===== src/rtl/dmem_pkg.sv =====
// Shared definitions for the memory-stage access sequencer: funct3 size
// codes, FSM state encoding, default timeout and a funct3 legality helper.
package dmem_pkg;

    // RV32I load/store funct3 size and sign codes
    localparam logic [2:0] F3_B  = 3'b000;
    localparam logic [2:0] F3_H  = 3'b001;
    localparam logic [2:0] F3_W  = 3'b010;
    localparam logic [2:0] F3_BU = 3'b100;
    localparam logic [2:0] F3_HU = 3'b101;

    // Default number of REQ cycles allowed before a bus error is declared
    localparam int unsigned TIMEOUT_CYC_DEF = 32'd255;

    // Sequencer states
    typedef enum logic [1:0] {
        ST_IDLE = 2'd0,
        ST_REQ  = 2'd1,
        ST_DONE = 2'd2
    } state_e;

    // The unsigned sizes only exist for loads; stores accept B/H/W only
    function automatic logic f3_legal(input logic [2:0] f3, input logic is_load);
        logic ok;
        case (f3)
            F3_B, F3_H, F3_W: ok = 1'b1;
            F3_BU, F3_HU:     ok = is_load;
            default:          ok = 1'b0;
        endcase
        return ok;
    endfunction

endpackage


===== src/rtl/dmem_access_ctrl_if.sv =====
// Data-memory port bundle: request side driven by the sequencer (master),
// acknowledge/read-data side driven by the memory (slave).
interface dmem_access_ctrl_if;

    logic        dmem_req;
    logic        dmem_we;
    logic [31:0] dmem_addr;
    logic [31:0] dmem_wdata;
    logic [3:0]  dmem_be;
    logic        dmem_ack;
    logic [31:0] dmem_rdata;

    modport master (
        output dmem_req,
        output dmem_we,
        output dmem_addr,
        output dmem_wdata,
        output dmem_be,
        input  dmem_ack,
        input  dmem_rdata
    );

    modport slave (
        input  dmem_req,
        input  dmem_we,
        input  dmem_addr,
        input  dmem_wdata,
        input  dmem_be,
        output dmem_ack,
        output dmem_rdata
    );

endinterface


===== src/rtl/dmem_lane_fmt.sv =====
// Byte-lane formatter: derives byte enables, lane-replicated store data,
// the misalignment flag and the extended load result from the low address
// bits and funct3. Purely combinational.
module dmem_lane_fmt
    import dmem_pkg::*;
(
    input  logic [1:0]  off_i,
    input  logic [2:0]  f3_i,
    input  logic [31:0] sdata_i,
    input  logic [31:0] rdata_i,
    output logic [3:0]  be_o,
    output logic [31:0] wdata_o,
    output logic [31:0] ld_data_o,
    output logic        misalign_o
);

    logic [31:0] shifted_s;

    // Bring the addressed lane down to bit 0 of the read word
    always_comb begin
        shifted_s = rdata_i >> {off_i, 3'b000};
    end

    // Store-side lane placement and alignment check by access size
    always_comb begin
        be_o       = 4'b0000;
        wdata_o    = 32'h0000_0000;
        misalign_o = 1'b0;
        case (f3_i)
            F3_B, F3_BU: begin
                be_o       = 4'b0001 << off_i;
                wdata_o    = {4{sdata_i[7:0]}};
                misalign_o = 1'b0;
            end
            F3_H, F3_HU: begin
                be_o       = 4'b0011 << {off_i[1], 1'b0};
                wdata_o    = {2{sdata_i[15:0]}};
                misalign_o = off_i[0];
            end
            F3_W: begin
                be_o       = 4'b1111;
                wdata_o    = sdata_i;
                misalign_o = |off_i;
            end
            default: begin
                be_o       = 4'b0000;
                wdata_o    = 32'h0000_0000;
                misalign_o = 1'b0;
            end
        endcase
    end

    // Sign or zero extension of the selected load lane
    always_comb begin
        ld_data_o = 32'h0000_0000;
        case (f3_i)
            F3_B:    ld_data_o = {{24{shifted_s[7]}}, shifted_s[7:0]};
            F3_H:    ld_data_o = {{16{shifted_s[15]}}, shifted_s[15:0]};
            F3_W:    ld_data_o = rdata_i;
            F3_BU:   ld_data_o = {24'h00_0000, shifted_s[7:0]};
            F3_HU:   ld_data_o = {16'h0000, shifted_s[15:0]};
            default: ld_data_o = 32'h0000_0000;
        endcase
    end

endmodule


===== src/rtl/dmem_access_ctrl.sv =====
// Memory-stage access sequencer. Runs the EX/MEM load/store against a
// req/ack data-memory port, stalls the pipeline while the access is in
// flight, returns formatted load data and reports misaligned, illegal and
// timed-out accesses as one-cycle pulses in DONE.
module dmem_access_ctrl #(
    parameter int unsigned TIMEOUT_CYC = dmem_pkg::TIMEOUT_CYC_DEF
) (
    input  logic                       clk,
    input  logic                       rst,
    input  logic [31:0]                me_alu_o,
    input  logic [31:0]                me_regs_data2,
    input  logic                       me_mem_read,
    input  logic                       me_mem_write,
    input  logic [2:0]                 me_func3_code,
    output logic                       pipe_stall,
    output logic [31:0]                ld_data,
    output logic                       ld_valid,
    output logic                       misalign_err,
    output logic                       bus_err,
    dmem_access_ctrl_if.master         dmem
);

    import dmem_pkg::*;

    // Counter value seen in the last REQ cycle that is still allowed to wait
    localparam logic [7:0] TO_LAST = 8'(TIMEOUT_CYC - 32'd1);

    state_e      state_q, state_d;
    logic [7:0]  cnt_q, cnt_d;
    logic        req_q, req_d;
    logic        we_q, we_d;
    logic [31:0] addr_q, addr_d;
    logic [31:0] wdata_q, wdata_d;
    logic [3:0]  be_q, be_d;
    logic [31:0] ld_data_q, ld_data_d;
    logic        ld_valid_q, ld_valid_d;
    logic        mis_q, mis_d;
    logic        bus_q, bus_d;
    logic [2:0]  f3_q, f3_d;
    logic [1:0]  off_q, off_d;
    logic        is_load_q, is_load_d;

    logic        access_s;
    logic        legal_s;
    logic [1:0]  fmt_off_s;
    logic [2:0]  fmt_f3_s;
    logic [3:0]  fmt_be_s;
    logic [31:0] fmt_wdata_s;
    logic [31:0] fmt_ld_s;
    logic        fmt_mis_s;

    // Decode whether an access is present and whether its type is legal
    always_comb begin
        access_s = me_mem_read | me_mem_write;
        legal_s  = (me_mem_read ^ me_mem_write) & f3_legal(me_func3_code, me_mem_read);
    end

    // While waiting, format against the captured access rather than the live inputs
    always_comb begin
        if (state_q == ST_REQ) begin
            fmt_off_s = off_q;
            fmt_f3_s  = f3_q;
        end else begin
            fmt_off_s = me_alu_o[1:0];
            fmt_f3_s  = me_func3_code;
        end
    end

    dmem_lane_fmt u_lane_fmt (
        .off_i      (fmt_off_s),
        .f3_i       (fmt_f3_s),
        .sdata_i    (me_regs_data2),
        .rdata_i    (dmem.dmem_rdata),
        .be_o       (fmt_be_s),
        .wdata_o    (fmt_wdata_s),
        .ld_data_o  (fmt_ld_s),
        .misalign_o (fmt_mis_s)
    );

    // Next-state and next-register logic for the IDLE/REQ/DONE sequencer
    always_comb begin
        state_d    = state_q;
        cnt_d      = cnt_q;
        req_d      = req_q;
        we_d       = we_q;
        addr_d     = addr_q;
        wdata_d    = wdata_q;
        be_d       = be_q;
        ld_data_d  = ld_data_q;
        ld_valid_d = 1'b0;
        mis_d      = 1'b0;
        bus_d      = 1'b0;
        f3_d       = f3_q;
        off_d      = off_q;
        is_load_d  = is_load_q;
        case (state_q)
            ST_IDLE: begin
                cnt_d = 8'd0;
                if (access_s) begin
                    if (!legal_s) begin
                        state_d   = ST_DONE;
                        bus_d     = 1'b1;
                        ld_data_d = 32'h0000_0000;
                    end else if (fmt_mis_s) begin
                        state_d   = ST_DONE;
                        mis_d     = 1'b1;
                        ld_data_d = 32'h0000_0000;
                    end else begin
                        state_d   = ST_REQ;
                        req_d     = 1'b1;
                        we_d      = me_mem_write;
                        addr_d    = {me_alu_o[31:2], 2'b00};
                        wdata_d   = me_mem_write ? fmt_wdata_s : 32'h0000_0000;
                        be_d      = fmt_be_s;
                        f3_d      = me_func3_code;
                        off_d     = me_alu_o[1:0];
                        is_load_d = me_mem_read;
                    end
                end else begin
                    state_d = ST_IDLE;
                end
            end
            ST_REQ: begin
                if (dmem.dmem_ack) begin
                    state_d    = ST_DONE;
                    req_d      = 1'b0;
                    we_d       = 1'b0;
                    cnt_d      = 8'd0;
                    ld_valid_d = is_load_q;
                    ld_data_d  = is_load_q ? fmt_ld_s : 32'h0000_0000;
                end else if (cnt_q == TO_LAST) begin
                    state_d   = ST_DONE;
                    req_d     = 1'b0;
                    we_d      = 1'b0;
                    cnt_d     = 8'd0;
                    bus_d     = 1'b1;
                    ld_data_d = 32'h0000_0000;
                end else begin
                    cnt_d = cnt_q + 8'd1;
                end
            end
            ST_DONE: begin
                state_d = ST_IDLE;
                cnt_d   = 8'd0;
            end
            default: begin
                state_d = ST_IDLE;
                cnt_d   = 8'd0;
                req_d   = 1'b0;
                we_d    = 1'b0;
            end
        endcase
    end

    // FSM state register
    always_ff @(posedge clk or negedge rst) begin
        if (!rst) begin
            state_q <= ST_IDLE;
        end else begin
            state_q <= state_d;
        end
    end

    // Timeout counter, bus-side registers and result pulses
    always_ff @(posedge clk or negedge rst) begin
        if (!rst) begin
            cnt_q      <= 8'd0;
            req_q      <= 1'b0;
            we_q       <= 1'b0;
            addr_q     <= 32'h0000_0000;
            wdata_q    <= 32'h0000_0000;
            be_q       <= 4'b0000;
            ld_data_q  <= 32'h0000_0000;
            ld_valid_q <= 1'b0;
            mis_q      <= 1'b0;
            bus_q      <= 1'b0;
            f3_q       <= 3'b000;
            off_q      <= 2'b00;
            is_load_q  <= 1'b0;
        end else begin
            cnt_q      <= cnt_d;
            req_q      <= req_d;
            we_q       <= we_d;
            addr_q     <= addr_d;
            wdata_q    <= wdata_d;
            be_q       <= be_d;
            ld_data_q  <= ld_data_d;
            ld_valid_q <= ld_valid_d;
            mis_q      <= mis_d;
            bus_q      <= bus_d;
            f3_q       <= f3_d;
            off_q      <= off_d;
            is_load_q  <= is_load_d;
        end
    end

    // Stall while an access is detected or outstanding; released in DONE so
    // the instruction advances once. Gated by reset so it drops immediately.
    always_comb begin
        pipe_stall = rst & (((state_q == ST_IDLE) & access_s) | (state_q == ST_REQ));
    end

    assign ld_data         = ld_data_q;
    assign ld_valid        = ld_valid_q;
    assign misalign_err    = mis_q;
    assign bus_err         = bus_q;
    assign dmem.dmem_req   = req_q;
    assign dmem.dmem_we    = we_q;
    assign dmem.dmem_addr  = addr_q;
    assign dmem.dmem_wdata = wdata_q;
    assign dmem.dmem_be    = be_q;

endmodule


===== src/flat_wrapper.sv =====
// flat-port wrapper written by rule: the top's interface ports become plain ports
module dmem_access_ctrl_flat import dmem_pkg::*;
#(
    parameter int unsigned TIMEOUT_CYC = dmem_pkg::TIMEOUT_CYC_DEF
)
  (clk, rst, me_alu_o, me_regs_data2, me_mem_read, me_mem_write, me_func3_code, pipe_stall, ld_data, ld_valid, misalign_err, bus_err, dmem_dmem_req, dmem_dmem_we, dmem_dmem_addr, dmem_dmem_wdata, dmem_dmem_be, dmem_dmem_ack, dmem_dmem_rdata);
  dmem_access_ctrl_if dmem_i ();
  input  logic clk;
  input  logic rst;
  input  logic [31:0] me_alu_o;
  input  logic [31:0] me_regs_data2;
  input  logic me_mem_read;
  input  logic me_mem_write;
  input  logic [2:0] me_func3_code;
  output logic pipe_stall;
  output logic [31:0] ld_data;
  output logic ld_valid;
  output logic misalign_err;
  output logic bus_err;
  output wire logic [$bits(dmem_i.dmem_req)-1:0] dmem_dmem_req;
  output wire logic [$bits(dmem_i.dmem_we)-1:0] dmem_dmem_we;
  output wire logic [$bits(dmem_i.dmem_addr)-1:0] dmem_dmem_addr;
  output wire logic [$bits(dmem_i.dmem_wdata)-1:0] dmem_dmem_wdata;
  output wire logic [$bits(dmem_i.dmem_be)-1:0] dmem_dmem_be;
  input wire logic [$bits(dmem_i.dmem_ack)-1:0] dmem_dmem_ack;
  input wire logic [$bits(dmem_i.dmem_rdata)-1:0] dmem_dmem_rdata;
  assign dmem_dmem_req = dmem_i.dmem_req;
  assign dmem_dmem_we = dmem_i.dmem_we;
  assign dmem_dmem_addr = dmem_i.dmem_addr;
  assign dmem_dmem_wdata = dmem_i.dmem_wdata;
  assign dmem_dmem_be = dmem_i.dmem_be;
  assign dmem_i.dmem_ack = dmem_dmem_ack;
  assign dmem_i.dmem_rdata = dmem_dmem_rdata;
  dmem_access_ctrl #(.TIMEOUT_CYC(TIMEOUT_CYC)) u_core (.clk(clk), .rst(rst), .me_alu_o(me_alu_o), .me_regs_data2(me_regs_data2), .me_mem_read(me_mem_read), .me_mem_write(me_mem_write), .me_func3_code(me_func3_code), .pipe_stall(pipe_stall), .ld_data(ld_data), .ld_valid(ld_valid), .misalign_err(misalign_err), .bus_err(bus_err), .dmem(dmem_i));
endmodule

===== config.mk =====
export PLATFORM = sky130hd
export DESIGN_NAME = dmem_access_ctrl_flat
export DESIGN_NICKNAME = d
export VERILOG_FILES = /design/src/rtl/dmem_pkg.sv /design/src/rtl/dmem_access_ctrl_if.sv /design/src/rtl/dmem_lane_fmt.sv /design/src/rtl/dmem_access_ctrl.sv /design/src/flat_wrapper.sv
export SDC_FILE = /design/constraint.sdc
export NUM_CORES = 1
export LEC_CHECK = 0
export ABC_AREA = 1
export CAP_MARGIN = 20
export CORE_UTILIZATION = 50
export CTS_CLUSTER_DIAMETER = 60
export DETAILED_ROUTE_END_ITERATION = 12
export PLACE_DENSITY = 0.89
export RECOVER_POWER = 50
export SLEW_MARGIN = 40
export SYNTH_ARGS = -nofsm -noshare
export SYNTH_HDL_FRONTEND = slang
export SYNTH_SLANG_ARGS = --single-unit

===== constraint.sdc =====
create_clock -name clk -period 5.4 [get_ports clk]
set_input_delay 1.35 -clock clk [delete_from_list [all_inputs] [get_ports clk]]
set_output_delay 1.35 -clock clk [all_outputs]
set_load 0.02 [all_outputs]

# After elaboration in Yosys (flattened, before gate mapping)
# Index checks and enable logic that the tools add are counted.
[totals] inputBits=104 wordCells=99 ff_bits=119 output_inout_bits=106
[op_classes] add_sub_neg=1 shifts=3 reduce_logical=12 n_eq_ne=16 n_mux=45 bitwise_logic=8
[op_table] cell="$mux W32" count=7
[op_table] cell="$pmux W32 S5" count=1
[op_table] cell="$pmux W32 S3" count=1
[op_table] cell="$pmux W32 S2" count=1
[op_table] cell="$shr A32 B5 Y16" count=1
[op_table] cell="$mux W8" count=3
[op_table] cell="$mux W1" count=18
[op_table] cell="$eq A3 B3 Y1 const B" count=4
[op_table] cell="$mux W2" count=6
[op_table] cell="$pmux W4 S3" count=1
[op_table] cell="$add A8 B1 Y8 const B" count=1
[op_table] cell="$eq A8 B8 Y1 const B" count=1
[op_table] cell="$reduce_and A4 Y1" count=2
[op_table] cell="$reduce_or A2 Y1" count=4
[op_table] cell="$eq A3 B1 Y1 const B" count=2
[op_table] cell="$eq A3 B2 Y1 const B" count=2
[op_table] cell="$logic_not A3 Y1" count=2
[op_table] cell="$ne A3 B3 Y1 const B" count=2
[op_table] cell="$pmux W1 S2" count=3
[op_table] cell="$pmux W1 S3" count=2
[op_table] cell="$reduce_and A5 Y1" count=1
[op_table] cell="$ne A2 B1 Y1 const B" count=2
[op_table] cell="$pmux W2 S2" count=1
[op_table] cell="$shl A1 B2 Y4 const A" count=1
[op_table] cell="other kinds (12)" count=16

# Logic depth before layout (Yosys ltp)
[logic_depth] depth_word=9 ltp_mapped=14 mapped_depth_nobuf=12

# Modules after synthesis
# A second synthesis with hierarchy kept.
[hier_totals] hier_cells=805 hier_area_um2=6148.4
[by_module_without_submodules] module="dmem_access_ctrl" instances=1 seq_area_each_um2=2977.9 area_per_inst_um2=4848.4 cells_per_inst=540
[by_module_without_submodules] module="dmem_lane_fmt" instances=1 seq_area_each_um2=0.0 area_per_inst_um2=1300.0 cells_per_inst=265

# Worst setup path after synthesis
# OpenSTA, ideal clock, no wires.
[synth_timing] path_type="input -> output" start="in me_mem_write" end="out pipe_stall" n_path_buf=2 required_time_ps=4050 slack_ps=1472 cell_stages=6 arrival_time_ps=2578 cell_sequence="clkbuf_1 -> clkbuf_1 -> inv_1 -> ha_1 -> nor2_1 -> o21a_1"
[synth_between] elab_chain_len=4
[synth_lines] element="start: declaration" line_no="flat_wrapper.sv:13" text="input logic me_mem_write;"
[synth_lines] element="$or A1 B1 Y1" line_no="dmem_access_ctrl.sv:54" text="access_s = me_mem_read | me_mem_write;"
[synth_lines] element="$and A1 B1 Y1" line_no="dmem_access_ctrl.sv:200" text="pipe_stall = rst & (((state_q == ST_IDLE) & access_s) | (state_q == ST_REQ));"
[synth_lines] element="$or A1 B1 Y1" line_no="dmem_access_ctrl.sv:200"
[synth_lines] element="$and A1 B1 Y1" line_no="dmem_access_ctrl.sv:200"
[synth_lines] element="end: declaration" line_no="flat_wrapper.sv:15" text="output logic pipe_stall;"
# Every way passes these cells.

# Worst setup path after layout
# Same ends and word-level chain as after synthesis.

==> impl_metrics.env <==
export IMPL_insertion_delay_ns=0.42
export IMPL_synth_async_reset_ratio_pct=100
export IMPL_ys_warn_count=0
export IMPL_r2r_slack_ns=2.37
export IMPL_drt_iter0_markers=479
export IMPL_post_dp_hpwl_um=12900
export IMPL_hold_violations=0
export IMPL_grt_max_degree=84
export IMPL_die_width_um=113
export IMPL_holdBufCountCts=0
export IMPL_crit_chain="dlygate4sd3_1, inv_1, ha_1, nor2_1, o21a_1, clkdlybuf4s50_1"
export IMPL_antenna_found_initial=1
export IMPL_drc=0
export IMPL_crit_required_ns=4.05
export IMPL_areaGrowthSynthToFinish_pct=41.5
export IMPL_skew_ns=0.00933
export IMPL_clock_sinks=119
export IMPL_hold_path_class="reg -> reg"
export IMPL_final_layout_size_suffix_gt1_share_pct=6.97
export IMPL_cpPeakStageDelay_ns=0.60
export IMPL_ir_drop_uv=352
export IMPL_fin_util_pct=72.7
export IMPL_fin_setup_tns_ns=0
export IMPL_final_cell_mix="nand2_1 (350), clkdlybuf4s50_1 (163), dfrtp_1 (119), nand3_1 (61), nor2_1 (46)"
export IMPL_layout_commonest_cell="nand2_1"
export IMPL_place_gp_congestion=0.863
export IMPL_ctsResizeCount=0
export IMPL_path_delay_family="buffers and inverters"
export IMPL_critPathMaxFanout=3
export IMPL_status="finished, violations left"
export IMPL_nets=1100
export IMPL_wire_per_inst_um=16.1
export IMPL_nFillCells=901
export IMPL_start_util_pct=51.4
export IMPL_grt_overflow=0
export IMPL_numCtsBuffers=17
export IMPL_leakage_nw=4.43
export IMPL_dieHeight_um=113
export IMPL_row_count=40
export IMPL_coreArea_um2=12000
export IMPL_synthCells=802
export IMPL_die_area_um2=12800
export IMPL_yosys_top_cells_area="dfrtp_1 (48%), nand2_1 (21%), nand3_1 (4.9%), nor2_1 (2.8%), inv_1 (2.5%)"
export IMPL_power_per_cell_area_nw_per_um2=467
export IMPL_slew_headroom_pct=-31.9
export IMPL_power_total_mw=4.08
export IMPL_path_clk_slew_ns=0.06
export IMPL_rsz0062_at_grt="false"
export IMPL_synth_largest_area_cell="dfrtp_1"
export IMPL_worstSetupStartpointType="primary input"
export IMPL_cts_tree="yes"
export IMPL_max_freq_mhz=226
export IMPL_synth_edff_count=0
export IMPL_violations="capacitance limit, slew limit"
export IMPL_end_kind="output pin"
export IMPL_root_buffer="clkbuf_16"
export IMPL_grt_util_all_layers_pct=30.2
export IMPL_grt_pass1_wl_um=29700
export IMPL_critPathBufInv=3
export IMPL_post_cts_buffers=0
export IMPL_vias=6192
export IMPL_dr_pass1_iters=7
export IMPL_maxCapViolCount=1
export IMPL_drv_slew=38
export IMPL_ys_ff_latch=119
export IMPL_ios=210
export IMPL_io_buffers=207
export IMPL_path_class="in -> out"
export IMPL_period_minus_slack_ns=4.43
export IMPL_yosysSeqAreaShare_pct=48.2
export IMPL_ctsLongestPathBuffers=2
export IMPL_setup_violations_final=0
export IMPL_finalCritPeriodShare_pct=82.0
export IMPL_ys_types=39
export IMPL_tightest_slew_ns=1.98
export IMPL_synth_top_area_share_pct=48.2
export IMPL_netlist_area_um2=6170
export IMPL_syn_area_per_cell_um2=7.70
export IMPL_grt_pass1_vias=6047
export IMPL_crit_arrival_ns=3.08
export IMPL_synth_ff_type="dfrtp_1"
export IMPL_cts_max_level=4
export IMPL_routed_wl_um=18500
export IMPL_ant_nets=0
export IMPL_slowest_stage="clkdlybuf4s50_1"
export IMPL_viasPerCell=5.37
-- kinds of logic after synthesis --
family	share of synthesized area [%]
buffers and inverters	7.85
flip-flops	48.2
XOR/XNOR	0.142
other	0.0608
AND/OR/NAND/NOR	35.3
AO/OA/AOI/OAI	7.78
adder cells (fa/ha/maj)	0.608
-- flip-flops by register name, indices dropped and copies added, names as in the netlist, 2 cells and up --
name	count
u_core.cnt_q	8
u_core.dmem.dmem_addr	30
u_core.dmem.dmem_be	4
u_core.dmem.dmem_wdata	32
u_core.f3_q	3
u_core.ld_data	32
u_core.off_q	2
u_core.state_q	2
-- routing by layer --
metal / wire [µm] / global-route usage (%)
met2: 8990 / 50.4
met5: 0 / 0
met1: 7030 / 35.6
met4: 617 / 13.5
met3: 1910 / 9.69
-- synthesized netlist by cell type (2+ instances only) --
library cell / number
buf_4: 13
clkinv_1: 2
dfrtp_1: 119
buf_2: 11
nor2_1: 46
nand3b_1: 10
inv_2: 5
nand3_1: 61
or2_2: 6
nand3_2: 3
nand2_2: 11
o21ai_0: 25
ha_1: 3
o21ai_1: 26
a21oi_1: 19
nor3_1: 2
inv_1: 41
nand4_1: 4
nand2_4: 5
or2_0: 2
nand2_1: 350
buf_6: 12
o31ai_1: 8
clkbuf_1: 3
-- report_power, final --
| part | leakage, nW | switching (mW) | internal [mW] |
|---|---|---|---|
| clock | 0.268 | 0.412 | 0.688 |
| combinational | 2.58 | 0.967 | 0.682 |
| sequential | 1.58 | 0.170 | 1.16 |
| total | 4.43 | 1.55 | 2.53 |
-- worst reg2reg max path, delay by kind of cell (launching register included) --
| family | cells | cell delay [ns] |
|---|---|---|
| compound gates | 1 | 0.19 |
| buf+inv | 2 | 0.80 |
| flops | 1 | 0.42 |
| simple gates | 7 | 1.54 |
-- stage by stage --
stage	setup slack, ns	hold slack [ns]	area (µm²)	cells
after floorplan	1.47	0.455	6180	803
after global placement	1.03	0.454	8160	1121
after detailed placement	1.02	0.463	8170	1121
after CTS	1.02	0.479	8740	1152
after global routing	0.909	0.498	8740	1153
final	0.971	0.470	8740	1153
-- area by class of cell --
type                            instances  area, µm²  share of cell area (%)
Antenna cell                            1       2.50                  0.0286
Clock buffer                           20        447                    5.11
Clock inverter                         11        126                    1.45
Inverter                               48        180                    2.06
Multi-Input combinational cell        596       2720                    31.2
Sequential cell                       119       2980                    34.1
Tap cell                              147        184                    2.11
Timing Repair Buffer                  211       2100                    24.0
-- path summary, 6_finish.rpt --
path,startpoint,endpoint,cells after the start
max,me_mem_write,pipe_stall,6
min,u_core.ld_data[11],u_core.ld_data[11],2
max reg2reg,u_core.state_q[1],u_core.dmem.dmem_wdata[9],10
min reg2reg,u_core.ld_data[11],u_core.ld_data[11],2
max in group asynchronous,rst,u_core.dmem.dmem_wdata[3],3
min in group asynchronous,rst,u_core.ld_data[10],2
Power figures use the tool's default switching activity.
